`src/rtl/div_recon_pkg.sv`:
```
// rtl/div_recon_pkg.sv - shared types, widths and saturating add for the dividend reconstruction checker
package div_recon_pkg;

  typedef enum logic [1:0] {IDLE, MUL, DONE} state_t;

  localparam int W_DEF = 8;
  localparam int CNT_W = 16;
  localparam int SUM_W = 32;

  // Adds in SUM_W+1 bits and clamps to limit; narrower counters pass a zero-extended limit.
  function automatic logic [SUM_W-1:0] sat_add(input logic [SUM_W-1:0] a,
                                               input logic [SUM_W-1:0] b,
                                               input logic [SUM_W-1:0] limit);
    logic [SUM_W:0] s;
    s = {1'b0, a} + {1'b0, b};
    if (s > {1'b0, limit}) return limit;
    return s[SUM_W-1:0];
  endfunction

endpackage

```
`src/rtl/div_recon_stats.sv`:
```
// rtl/div_recon_stats.sv - running error statistics: sample count, error sum and error maximum
module div_recon_stats
  import div_recon_pkg::*;
#(
  parameter int W = W_DEF
) (
  input  logic               clk,
  input  logic               rst_n,
  input  logic               sample,
  input  logic               clr_stats,
  input  logic [2*W-1:0]     err_abs,
  output logic [CNT_W-1:0]   sample_cnt,
  output logic [SUM_W-1:0]   err_sum,
  output logic [2*W-1:0]     err_max
);

  localparam logic [SUM_W-1:0] CNT_LIM = {{(SUM_W-CNT_W){1'b0}}, {CNT_W{1'b1}}};
  localparam logic [SUM_W-1:0] SUM_LIM = {SUM_W{1'b1}};

  // Clear has priority over a coinciding sample, which is then dropped.
  always_ff @(posedge clk or negedge rst_n) begin
    if (!rst_n) begin
      sample_cnt <= '0;
      err_sum    <= '0;
      err_max    <= '0;
    end else if (clr_stats) begin
      sample_cnt <= '0;
      err_sum    <= '0;
      err_max    <= '0;
    end else if (sample) begin
      sample_cnt <= CNT_W'(sat_add(SUM_W'(sample_cnt), SUM_W'(1), CNT_LIM));
      err_sum    <= sat_add(err_sum, SUM_W'(err_abs), SUM_LIM);
      if (err_abs > err_max) err_max <= err_abs;
    end
  end

endmodule

```
`src/rtl/div_reconstruct_seq.sv`:
```
// rtl/div_reconstruct_seq.sv - rebuilds q*d+r with a W-step shift-add and reports error against the reference dividend
module div_reconstruct_seq
  import div_recon_pkg::*;
#(
  parameter int W = W_DEF
) (
  input  logic               clk,
  input  logic               rst_n,
  input  logic               in_valid,
  output logic               in_ready,
  input  logic [W-1:0]       q,
  input  logic [W-1:0]       d,
  input  logic [W-1:0]       r,
  input  logic [2*W-1:0]     n_ref,
  output logic               out_valid,
  input  logic               out_ready,
  output logic [2*W-1:0]     n_out,
  output logic [2*W-1:0]     err_abs,
  input  logic               clr_stats,
  output logic [CNT_W-1:0]   sample_cnt,
  output logic [SUM_W-1:0]   err_sum,
  output logic [2*W-1:0]     err_max
);

  localparam int STEP_W = (W > 1) ? $clog2(W) : 1;
  localparam logic [STEP_W-1:0] LAST_STEP = STEP_W'(W-1);

  state_t              state, next_state;
  logic [STEP_W-1:0]   step;
  logic [W-1:0]        q_reg, d_reg;
  logic [2*W-1:0]      nref_reg;
  logic [2*W-1:0]      acc, addend, acc_next;
  logic                sample;

  always_ff @(posedge clk or negedge rst_n) begin
    if (!rst_n) state <= IDLE;
    else        state <= next_state;
  end

  always_comb begin
    next_state = state;
    in_ready   = 1'b0;
    out_valid  = 1'b0;
    case (state)
      IDLE: begin
        in_ready = 1'b1;
        if (in_valid) next_state = MUL;
      end
      MUL: begin
        if (step == LAST_STEP) next_state = DONE;
      end
      DONE: begin
        out_valid = 1'b1;
        if (out_ready) next_state = IDLE;
      end
      default: next_state = IDLE;
    endcase
  end

  assign addend   = q_reg[step] ? ({{W{1'b0}}, d_reg} << step) : '0;
  assign acc_next = acc + addend;
  assign sample   = (state == DONE) && out_ready;

  always_ff @(posedge clk or negedge rst_n) begin
    if (!rst_n) begin
      step     <= '0;
      q_reg    <= '0;
      d_reg    <= '0;
      nref_reg <= '0;
      acc      <= '0;
      n_out    <= '0;
      err_abs  <= '0;
    end else begin
      case (state)
        IDLE: begin
          if (in_valid) begin
            q_reg    <= q;
            d_reg    <= d;
            nref_reg <= n_ref;
            acc      <= {{W{1'b0}}, r};
            step     <= '0;
          end
        end
        MUL: begin
          acc  <= acc_next;
          step <= step + STEP_W'(1);
          // Result registers only move on the final step, so they hold through DONE.
          if (step == LAST_STEP) begin
            n_out   <= acc_next;
            err_abs <= (acc_next >= nref_reg) ? (acc_next - nref_reg) : (nref_reg - acc_next);
          end
        end
        default: ;
      endcase
    end
  end

  div_recon_stats #(.W(W)) u_stats (
    .clk        (clk),
    .rst_n      (rst_n),
    .sample     (sample),
    .clr_stats  (clr_stats),
    .err_abs    (err_abs),
    .sample_cnt (sample_cnt),
    .err_sum    (err_sum),
    .err_max    (err_max)
  );

endmodule

```
`config.mk`:
```
export PLATFORM = sky130hd
export DESIGN_NAME = div_reconstruct_seq
export DESIGN_NICKNAME = d
export VERILOG_FILES = /design/src/rtl/div_recon_pkg.sv /design/src/rtl/div_recon_stats.sv /design/src/rtl/div_reconstruct_seq.sv
export SDC_FILE = /design/constraint.sdc
export NUM_CORES = 1
export LEC_CHECK = 0
export ABC_AREA = 1
export CORE_ASPECT_RATIO = 0.6
export CORE_MARGIN = 2
export CORE_UTILIZATION = 32
export DETAILED_ROUTE_END_ITERATION = 10
export SETUP_SLACK_MARGIN = 0.4
export SLEW_MARGIN = 20
export SYNTH_ARGS = -nofsm -noshare
export SYNTH_HDL_FRONTEND = slang
export SYNTH_SLANG_ARGS = --single-unit
```
`constraint.sdc`:
```
create_clock -name clk -period 12.6 [get_ports clk]
set_input_delay 1.26 -clock clk [delete_from_list [all_inputs] [get_ports clk]]
set_output_delay 1.26 -clock clk [all_outputs]
set_load 0.02 [all_outputs]
```
; Yosys cells after proc, flatten, opt, wreduce, memory -nomap -nowiden
; Index checks and enable logic that the tools add are counted.
[classes]
n_bitwise = 0
addsub = 6
div_mod_pow = 0
n_mux = 31
n_shift = 1
n_lt_le_gt_ge = 5
n_reduce_logical = 10
eq_ne = 6
n_mul = 0
[ops]
columns = op, count
row1 = $mux 16, 10
row2 = $mux 32, 4
row3 = $add 32x16->33, 1
row4 = $gt 33x32->1 const B, 1
row5 = $pmux 16 s2, 1
row6 = $sub 16x16->16, 2
row7 = $add 16x1->17 const B, 1
row8 = $gt 17x16->1 const B, 1
row9 = $add 16x16->16, 1
row10 = $ge 16x16->1, 1
row11 = $gt 16x16->1, 1
row12 = $shl 8x3->16, 1
row13 = $mux 1, 9
row14 = $reduce_and 2->1, 4
row15 = $mux 2, 3
row16 = $ne 2x2->1 const B, 3
row17 = $pmux 2 s3, 1
row18 = $pmux 3 s2, 1
row19 = $reduce_bool 2->1, 3
row20 = $lt 3x4->1 const B, 1
row21 = $add 3x1->3 const B, 1
row22 = $bmux 1 s3, 1
row23 = $eq 3x3->1 const B, 1
row24 = $mux 3, 1
row25 = other kinds (5), 5
[word_totals]
mem_count = 0
input_bits = 45
wordCells = 70
latchBits = 0
out_inout_bits = 98
ff_bits = 149
rom_bits = 0
ramBits = 0

; Logic depth before layout (Yosys ltp)
; Gate-level depths: netlist (run 1).
[logic_depth]
ltp_word = 8
depth_mapped = 33
mapped_depth_nobuf = 32

; Modules after synthesis
; A second synthesis (run 1) with hierarchy kept.
[hier_totals]
cells_unflattened = 1544
area_unflattened_um2 = 10886.7
[modules_own_cells]
columns = module, area_each_um2, seq_area_each_um2, cells_each, n_inst
row1 = div_reconstruct_seq, 5825.6, 2127.0, 793, 1
row2 = div_recon_stats, 5061.1, 1601.5, 751, 1

; Worst setup path after synthesis (run 1)
; Ideal clock, no wire load.
[synth_timing]
path_type = flip-flop to flip-flop
from = register step[0]
to = register err_abs[2]
required_time_ns = 12.483
slack_ns = 8.068
synth_period_minus_slack_ns = 4.532
n_path_buf = 3
setup_ns = 0.117
t_arrival_ns = 4.415
stages_incl_launch_ff = 32
cell_sequence = dfrtp_1 -> clkbuf_1 -> clkbuf_1 -> nor2_1 -> o22ai_1 -> nand2_1 -> nor3_1 -> ha_1 -> inv_1 -> fa_1 -> inv_1 -> nand2_1 -> nand2_1 -> a21oi_1 -> o21ai_0 -> nand3_1 -> nand2_1 -> nand2_1 -> nand2_1 -> inv_1 -> ha_1 -> nand2_1 -> nor4_1 -> nand2_1 -> nand3_2 -> inv_1 -> buf_2 -> nand2_1 -> nand2_1 -> xor2_1 -> nand2_1 -> nand2_1
[synth_via]
elab_chain_len = 6
elab_cells_between_ends = 11
cone_classes = add/sub: 3 / order compare: 1 / eq/ne: 1 / shift: 1 / mux: 4 / reduce/logical: 1
[synth_rtl]
columns = item, line_no
row1 = from (decl), div_reconstruct_seq.sv:29  ; logic [STEP_W-1:0] step;
row2 = from (signal assigned), div_reconstruct_seq.sv:86  ; step <= step + STEP_W'(1);
row3 = $bmux 1 s3, div_reconstruct_seq.sv:60  ; assign addend = q_reg[step] ? ({{W{1'b0}}, d_reg} << step) : '0;
row4 = $mux 1 (implied by the code), div_reconstruct_seq.sv:60
row5 = $mux 16 (*), div_reconstruct_seq.sv:60
row6 = $add 16x16->16 (*), div_reconstruct_seq.sv:61  ; assign acc_next = acc + addend;
row7 = named net acc_next[14], div_reconstruct_seq.sv:32  ; logic [2*W-1:0] acc, addend, acc_next;
row8 = $ge 16x16->1 (*), div_reconstruct_seq.sv:90  ; err_abs <= (acc_next >= nref_reg) ? (acc_next - nref_reg) : (nref_reg - acc_next);
row9 = $mux 16 (*), div_reconstruct_seq.sv:90
row10 = to (signal assigned), div_reconstruct_seq.sv:90
row11 = to (decl), div_reconstruct_seq.sv:18  ; output logic [2*W-1:0] err_abs,
; The timed path passes the listed nets; every way through them passes the cells marked *. The select of a mux whose other input is x is not followed.
; A chain may end at the register's enable or synchronous reset.

; Worst setup path in the final report (run 1)
[layout_timing]
from = register step[0]
to = register err_abs[11]
; The elaborated chain is that of the path after synthesis.

==> reports/metrics.json, run 1 <==
{
  "initial_utilization": {"value": 32.76, "unit": "%"},
  "endpoint_kind": {"value": "flip-flop"},
  "status": {"value": "completed"},
  "peakVddDrop": {"value": 172.9, "unit": "µV"},
  "vias_per_cell": {"value": 4.920},
  "clock_tree_from_tritoncts": {"value": "yes"},
  "final-hold-violation-count": {"value": 0},
  "fmax": {"value": 164.6, "unit": "MHz"},
  "gr_util_all_layers": {"value": 19.90, "unit": "%"},
  "core_ar": {"value": 0.03147, "unit": "mm²"},
  "synthesis.area": {"value": 0.01031, "unit": "mm²"},
  "grt_first_pass_wirelength": {"value": 52.07, "unit": "mm"},
  "max_cap_viol_count": {"value": 0},
  "slew_viol_final": {"value": 0},
  "cts_post_setup_buffers_inserted": {"value": 0},
  "critical_path_required": {"value": 12910, "unit": "ps"},
  "post_synth_fa_ha_maj_area_fraction": {"value": 10.37, "unit": "%"},
  "cts_made_buffers": {"value": 17},
  "detail_route.first_pass.iterations": {"value": 5},
  "drt_wl_total": {"value": 33.00, "unit": "mm"},
  "fin_crit": {"value": 6076, "unit": "ps"},
  "num_vias": {"value": 9777},
  "slowest_stage_delay_on_critical_path": {"value": 680, "unit": "ps"},
  "flip_flop_and_latch_count_after_synthesis": {"value": 149},
  "clock-sinks": {"value": 149},
  "dp_hpwl": {"value": 25.58, "unit": "mm"},
  "mappedNetlistNets": {"value": 1556},
  "global_placement_routability_congestion": {"value": 0.9415},
  "floorplan_die_area": {"value": 0.03371, "unit": "mm²"},
  "post_synth.cell_area_avg": {"value": 7.219, "unit": "µm²"},
  "gr-total-overflow": {"value": 0},
  "grt_pass1_vias": {"value": 9132},
  "die-width": {"value": 235.7, "unit": "µm"},
  "timing.max_slew.rel_slack": {"value": 27.87, "unit": "%"},
  "yosys.area_share.simple": {"value": 27.25, "unit": "%"},
  "largest_register_ffs": {"value": 32},
  "leakagePower": {"value": 6.323, "unit": "nW"},
  "io_buffer_count": {"value": 142},
  "path_clk_slew": {"value": 60, "unit": "ps"},
  "route.antenna.remaining_nets": {"value": 0},
  "critical_path_top_delay_cell": {"value": "sky130_fd_sc_hd__dfrtp_1"},
  "post_synth_mux_area_share": {"value": 0.3884, "unit": "%"},
  "rsz0062_at_grt": {"value": "no"},
  "maximum_number_of_pins_on_one_net_before_global_route_repair": {"value": 78},
  "netlist-cell-type-count": {"value": 51},
  "cts_max_level": {"value": 4},
  "seq_area_frac_synth": {"value": 36.17, "unit": "%"},
  "hold_crit_class": {"value": "flip-flop to flip-flop"},
  "die_y": {"value": 143.0, "unit": "µm"},
  "power_per_cell_area": {"value": 286.4, "unit": "mW/mm²"},
  "worst_pin_slew": {"value": 1081, "unit": "ps"},
  "setup.worst_path.class": {"value": "flip-flop to flip-flop"},
  "preCtsSetupSlack": {"value": 6695, "unit": "ps"},
  "worstSetupStartpointType": {"value": "flip-flop"},
  "timing.reg2reg.worst_path_depth": {"value": 32},
  "seqCellArea": {"value": 0.003729, "unit": "mm²"},
  "grt_antenna_before_repair": {"value": 0},
  "layout_setup_ws": {"value": 6524, "unit": "ps"},
  "postCtsHoldBufs": {"value": 0},
  "setup_viol_count_final": {"value": 0},
  "number_of_rows_in_the_core_area": {"value": 50},
  "yosys_warnings": {"value": 0},
  "crit_arrival": {"value": 6390, "unit": "ps"},
  "wl_per_cell": {"value": 16.61, "unit": "µm"},
  "drt_drc_violations_left": {"value": 0},
  "multi_input_area": {"value": 0.005793, "unit": "mm²"},
  "clock-skew-final": {"value": 17.03, "unit": "ps"},
  "ctsLongestPathBuffers": {"value": 2},
  "synth_flop_cell": {"value": "sky130_fd_sc_hd__dfrtp_1"},
  "drtIter0Drc": {"value": 771},
  "num-fill-cells": {"value": 3237},
  "synthCells": {"value": 1428},
  "critical_path_peak_fanout": {"value": 18},
  "critPathMostFrequentCell": {"value": "sky130_fd_sc_hd__nand2_1"},
  "cts_resized": {"value": 0},
  "aggregate_negative_setup_slack": {"value": 0, "unit": "ps"},
  "nets": {"value": 1687},
  "synth-compound-area-share": {"value": 14.27, "unit": "%"},
  "clk_latency": {"value": 450, "unit": "ps"},
  "clock_tree_root_driver_cell": {"value": "sky130_fd_sc_hd__clkbuf_16"},
  "holdPathStages": {"value": 2},
  "layout_worst_path_cycle_share": {"value": 48.22, "unit": "%"},
  "postSynth.asyncResetShare": {"value": 100.0, "unit": "%"},
  "diode_count": {"value": 0},
  "combinational_family_with_the_most_area_after_synthesis": {"value": "simple AND/OR/NAND/NOR gates"},
  "layout-drive-gt1-share": {"value": 4.074, "unit": "%"},
  "flow.area_growth_from_synthesis": {"value": 23.89, "unit": "%"},
  "ios": {"value": 143},
  "register_with_the_most_flip_flops": {"value": "u_stats.err_sum"},
  "count_of_flip_flops_with_a_built_in_enable_after_synthesis": {"value": 0},
  "synth_xor_area_share": {"value": 3.896, "unit": "%"}
}
-- per-stage QoR --
step           hold WS [ps]  cells  instance area, µm²  power (mW)  util [%]
3_3_place_gp          470.3   1956               12150       3.079     38.62
4_1_cts               492.6   1987               12770       3.643     40.57
6_report              484.5   1987               12770       3.658     40.58
2_1_floorplan         443.6   1428               10310       2.366         -
5_1_grt               499.0   1987               12770       3.998     40.58
3_5_place_dp          473.2   1956               12150       3.075     38.62
-- routing by layer --
metal  track usage (%)  routed length (µm)  vias up
met5                 0                   0        -
met4             5.900                 544        0
met3             4.485                2001       25
met2             26.18               12680      268
met1             31.35               17770     4565
li1                  -                   -     4919
-- critical path: cells and delay by family (launching register included) --
family | cells | cell delay [ps]
xor+xnor | 1 | 270
compound gates | 9 | 1690
fa+ha+maj | 2 | 690
buf+inv | 4 | 920
flops | 1 | 680
simple gates | 16 | 1690
-- worst paths after layout --
path                                        from                       to  slack (ps)
max in group asynchronous                  rst_n   err_abs[2]$_DFFE_PN0P_       10540
max reg2reg                  step[0]$_DFFE_PN0P_  err_abs[11]$_DFFE_PN0P_        6520
min                        n_out[15]$_DFFE_PN0P_    n_out[15]$_DFFE_PN0P_         480
max                          step[0]$_DFFE_PN0P_  err_abs[11]$_DFFE_PN0P_        6520
min in group asynchronous                  rst_n     q_reg[4]$_DFFE_PN0P_         840
min reg2reg                n_out[15]$_DFFE_PN0P_    n_out[15]$_DFFE_PN0P_         480
-- power breakdown --
group | internal, mW | leakage, nW | switching (mW)
clock network | 0.328 | 0.296 | 0.222
registers | 0.614 | 1.96 | 0.130
logic | 0.824 | 4.07 | 1.54
total | 1.77 | 6.32 | 1.89
-- cell type report --
class                      instances  area share, %
clock inverter                    10          1.136
multi-input combinational       1073          45.36
inverter                         169          4.967
tap                              416          4.076
sequential                       149          29.20
timing repair buffer             149          11.58
clock buffer                      21          3.684
-- placed cells by master, fill, tap and decap left out, types with 3 or more instances in the layout --
cell                              synthesis  final
sky130_fd_sc_hd__clkbuf_16                0     17
sky130_fd_sc_hd__nand3b_1                 6      6
sky130_fd_sc_hd__nor4_1                   4      4
sky130_fd_sc_hd__o211ai_1                11     11
sky130_fd_sc_hd__xnor2_1                 16     16
sky130_fd_sc_hd__dfrtp_1                149    149
sky130_fd_sc_hd__fa_1                     4      4
sky130_fd_sc_hd__clkdlybuf4s50_1          0    141
sky130_fd_sc_hd__o21a_1                   5      5
sky130_fd_sc_hd__o22ai_1                  9      9
sky130_fd_sc_hd__ha_1                    79     79
sky130_fd_sc_hd__a22o_1                   4      4
sky130_fd_sc_hd__nand3_1                 85     85
sky130_fd_sc_hd__nor3_1                  19     19
sky130_fd_sc_hd__nor3_2                   3      3
sky130_fd_sc_hd__xor2_1                  28     28
sky130_fd_sc_hd__a21oi_1                 63     63
sky130_fd_sc_hd__bufinv_16                0      3
sky130_fd_sc_hd__a22oi_1                  3      3
sky130_fd_sc_hd__buf_4                    1      6
sky130_fd_sc_hd__mux2i_1                  4      4
sky130_fd_sc_hd__a21o_1                   4      4
sky130_fd_sc_hd__nand3_2                  3      3
sky130_fd_sc_hd__inv_1                  165    164
sky130_fd_sc_hd__o21bai_1                 4      4
sky130_fd_sc_hd__a21boi_0                 4      4
sky130_fd_sc_hd__o21ai_1                  5      5
sky130_fd_sc_hd__inv_2                    2      3
sky130_fd_sc_hd__nor2_1                  85     84
sky130_fd_sc_hd__o21ai_0                142    142
sky130_fd_sc_hd__clkbuf_8                 0      3
sky130_fd_sc_hd__nand4_1                  8      8
sky130_fd_sc_hd__nand2_1                449    449
sky130_fd_sc_hd__or2_2                    4      4
-- synthesized netlist by cell type, drive strengths merged, types with 2 or more instances --
library cell  count  area [µm²]
nand2           451        1698
inv             167       626.9
dfrtp           149        3729
o21ai           149       753.2
nand3            88       455.4
nor2             87       336.6
ha               79       988.5
a21oi            65       332.8
clkbuf           30       112.6
xor2             29       261.5
nor3             23       141.4
xnor2            16       140.1
o211ai           11       82.58
nand4             9       62.56
o22ai             9       56.30
buf               7       42.54
nand3b            6       45.04
o21a              5       37.54
a21boi            4       30.03
a21o              4       30.03
a22o              4       35.03
fa                4       80.08
mux2i             4       40.04
nor4              4       25.02
o21bai            4       30.03
or2               4       25.02
a22oi             3       22.52
a31oi             2       12.51
clkinv            2       7.510
o2111ai           2       17.52
o31ai             2       15.01
-- cell families (layout without fill, tap and decap cells) --
kind of cell / after synthesis / after routing
and+or+nand+nor: 675 / 675
buffers and inverters: 206 / 349
DFF: 149 / 149
AOI/OAI and AO/OA: 266 / 266
xor gates and xnor gates: 45 / 45
muxes: 4 / 4
adders and majority gates: 83 / 83
(Power assumes the default switching activity.)
==> inputs of run 2 (changes only) <==
- clock period: 12.6 -> 5.1 ns (I/O delays scaled with it)
==> run 2 against run 1 <==
Effect of this change:
- setup slack worse by 6000 ps
- critical endpoint is now err_abs[14]$_DFFE_PN0P_
- utilization rose by 3.1 points
- flip-flop and latch count stayed put
- highest routed layer unchanged
- critical path depth decreased by 2
==> reports/metrics.json, run 2 (synthesis results as in run 1) <==
{
  "status": {"value": "completed"},
  "maximum_number_of_pins_on_one_net_before_global_route_repair": {"value": 88},
  "fmax": {"value": 218.5, "unit": "MHz"},
  "clock-sinks": {"value": 149},
  "cp_top_family": {"value": "simple AND/OR/NAND/NOR gates"},
  "critical_path_top_delay_cell": {"value": "sky130_fd_sc_hd__dfrtp_2"},
  "timing.rr.start": {"value": "step[0]$_DFFE_PN0P_"},
  "global_placement_routability_congestion": {"value": 0.9561},
  "detail_route.first_pass.iterations": {"value": 6},
  "grt_pass1_vias": {"value": 9241},
  "aggregate_negative_setup_slack": {"value": 0, "unit": "ps"},
  "num_vias": {"value": 10190},
  "drtIter0Drc": {"value": 895},
  "leakagePower": {"value": 6.656, "unit": "nW"},
  "ios": {"value": 143},
  "timing.reg2reg.worst_path_depth": {"value": 30},
  "grt_first_pass_wirelength": {"value": 52.76, "unit": "mm"},
  "end_of_the_worst_register_to_register_path": {"value": "err_abs[14]$_DFFE_PN0P_"},
  "clock_tree_root_driver_cell": {"value": "sky130_fd_sc_hd__clkbuf_16"},
  "path_clk_slew": {"value": 70, "unit": "ps"},
  "multi_input_area": {"value": 0.006332, "unit": "mm²"},
  "flow.area_growth_from_synthesis": {"value": 33.40, "unit": "%"},
  "critical_path_peak_fanout": {"value": 8},
  "worstSetupStartpointType": {"value": "flip-flop"},
  "max_cap_viol_count": {"value": 0},
  "die-width": {"value": 235.7, "unit": "µm"},
  "rsz0062_at_grt": {"value": "yes"},
  "most_common_library_cell_in_the_layout_ignoring_fill_and_taps": {"value": "sky130_fd_sc_hd__nand2_1"},
  "crit_arrival": {"value": 4900, "unit": "ps"},
  "layout-drive-gt1-share": {"value": 13.46, "unit": "%"},
  "clock_tree_from_tritoncts": {"value": "yes"},
  "timing.critical_path.buf_inv": {"value": 3},
  "initial_utilization": {"value": 32.76, "unit": "%"},
  "power_per_cell_area": {"value": 780.7, "unit": "mW/mm²"},
  "power.total": {"value": 10.74, "unit": "mW"},
  "clk_latency": {"value": 450, "unit": "ps"},
  "gr-total-overflow": {"value": 0},
  "timing.max_slew.rel_slack": {"value": 33.23, "unit": "%"},
  "io_buffer_count": {"value": 142},
  "largest_register_ffs": {"value": 32},
  "slowest_stage_delay_on_critical_path": {"value": 520, "unit": "ps"},
  "gr_util_all_layers": {"value": 20.09, "unit": "%"},
  "worst_pin_slew": {"value": 995.3, "unit": "ps"},
  "hold_crit_class": {"value": "input port to async pin"},
  "vias_per_cell": {"value": 4.988},
  "number_of_rows_in_the_core_area": {"value": 50},
  "num-fill-cells": {"value": 3100},
  "postCtsHoldBufs": {"value": 0},
  "dp_hpwl": {"value": 25.75, "unit": "mm"},
  "nets": {"value": 1743},
  "critical_path_required": {"value": 5430, "unit": "ps"},
  "cts_made_buffers": {"value": 17},
  "endpoint_kind": {"value": "flip-flop"},
  "drt_drc_violations_left": {"value": 0},
  "final-hold-violation-count": {"value": 0},
  "grt_antenna_before_repair": {"value": 0},
  "die_y": {"value": 143.0, "unit": "µm"},
  "diode_count": {"value": 0},
  "register_with_the_most_flip_flops": {"value": "u_stats.err_sum"},
  "wl_per_cell": {"value": 16.83, "unit": "µm"},
  "ctsLongestPathBuffers": {"value": 2},
  "peakVddDrop": {"value": 615.7, "unit": "µV"},
  "setup.worst_path.class": {"value": "flip-flop to flip-flop"},
  "layout_worst_path_cycle_share": {"value": 89.73, "unit": "%"},
  "clock-skew-final": {"value": 13.69, "unit": "ps"},
  "seqCellArea": {"value": 0.003730, "unit": "mm²"},
  "setup_viol_count_final": {"value": 0},
  "slew_viol_final": {"value": 0},
  "fin_crit": {"value": 4576, "unit": "ps"},
  "route.antenna.remaining_nets": {"value": 0},
  "floorplan_die_area": {"value": 0.03371, "unit": "mm²"},
  "core_ar": {"value": 0.03147, "unit": "mm²"},
  "reg2reg_setup_slack": {"value": 520, "unit": "ps"},
  "drt_wl_total": {"value": 34.38, "unit": "mm"},
  "cts_max_level": {"value": 4},
  "final_cell_mix": {"value": "sky130_fd_sc_hd__nand2_1, sky130_fd_sc_hd__inv_1, sky130_fd_sc_hd__dfrtp_1"}
}
run 2: per-stage QoR:
step                      setup slack (ps)  utilization, %  std cells  hold WS [ps]  area (µm²)
final                                523.9           43.70       2043         108.1       13750
after global placement               303.0           39.40       1989         464.6       12400
after CTS                            414.0           41.48       2021         171.0       13050
after detailed placement             166.4           39.40       1989         476.5       12400
after floorplan                      568.0               -       1428         214.4       10310
after global routing                 238.7           43.70       2043         178.4       13750
run 2: where the power goes:
| part | internal [mW] | total (mW) | switching [mW] |
|---|---|---|---|
| logic | 3.01 | 7.61 | 4.60 |
| clock network | 0.723 | 1.29 | 0.564 |
| registers | 1.52 | 1.84 | 0.323 |
| total | 5.25 | 10.7 | 5.49 |
run 2: how the worst max path moves through the flow:
| stage | startpoint | end | slack, ps | depth (start not counted) |
|---|---|---|---|---|
| floorplan | step[0]$_DFFE_PN0P_ | err_abs[2]$_DFFE_PN0P_ | 570 | 31 |
| global placement | step[0]$_DFFE_PN0P_ | err_abs[2]$_DFFE_PN0P_ | 300 | 29 |
| detailed placement | step[0]$_DFFE_PN0P_ | err_abs[11]$_DFFE_PN0P_ | 170 | 30 |
| CTS | step[0]$_DFFE_PN0P_ | err_abs[11]$_DFFE_PN0P_ | 410 | 32 |
| global route | step[0]$_DFFE_PN0P_ | err_abs[10]$_DFFE_PN0P_ | 240 | 29 |
| finish | step[0]$_DFFE_PN0P_ | err_abs[14]$_DFFE_PN0P_ | 520 | 30 |
run 2: cell type report:
cell class	count	area share (%)
multi-input cells	1073	46.05
flip-flops and latches	149	27.12
repair buffers	204	14.14
inverters	169	4.658
well taps	416	3.785
clock buffers	17	3.093
clock inverters	14	1.119
repair inverters	1	0.03639
run 2: worst register-to-register path, delay by kind of cell, from the launching register on:
family,cells,cell delay [ps]
flip-flops,1,520
XOR/XNOR,1,200
multiplexers,1,240
AND/OR/NAND/NOR,16,1360
AO/OA/AOI/OAI,7,1100
adder cells (fa/ha/maj),2,590
buffers and inverters,3,430
run 2: timing repair:
action,4_1_cts,5_1_grt
endpoints found under the setup margin,15,15
buffers inserted,0,21
gates cloned,1,1
resized for setup,17,135
pin swaps,0,48
run 2: per-layer routing:
layer,vias to the layer above,wire length [µm],track usage [%]
met1,4798,17960,31.55
met5,-,0,0
met3,33,2337,4.562
li1,5030,-,-
met4,0,567,5.632
met2,330,13520,26.72
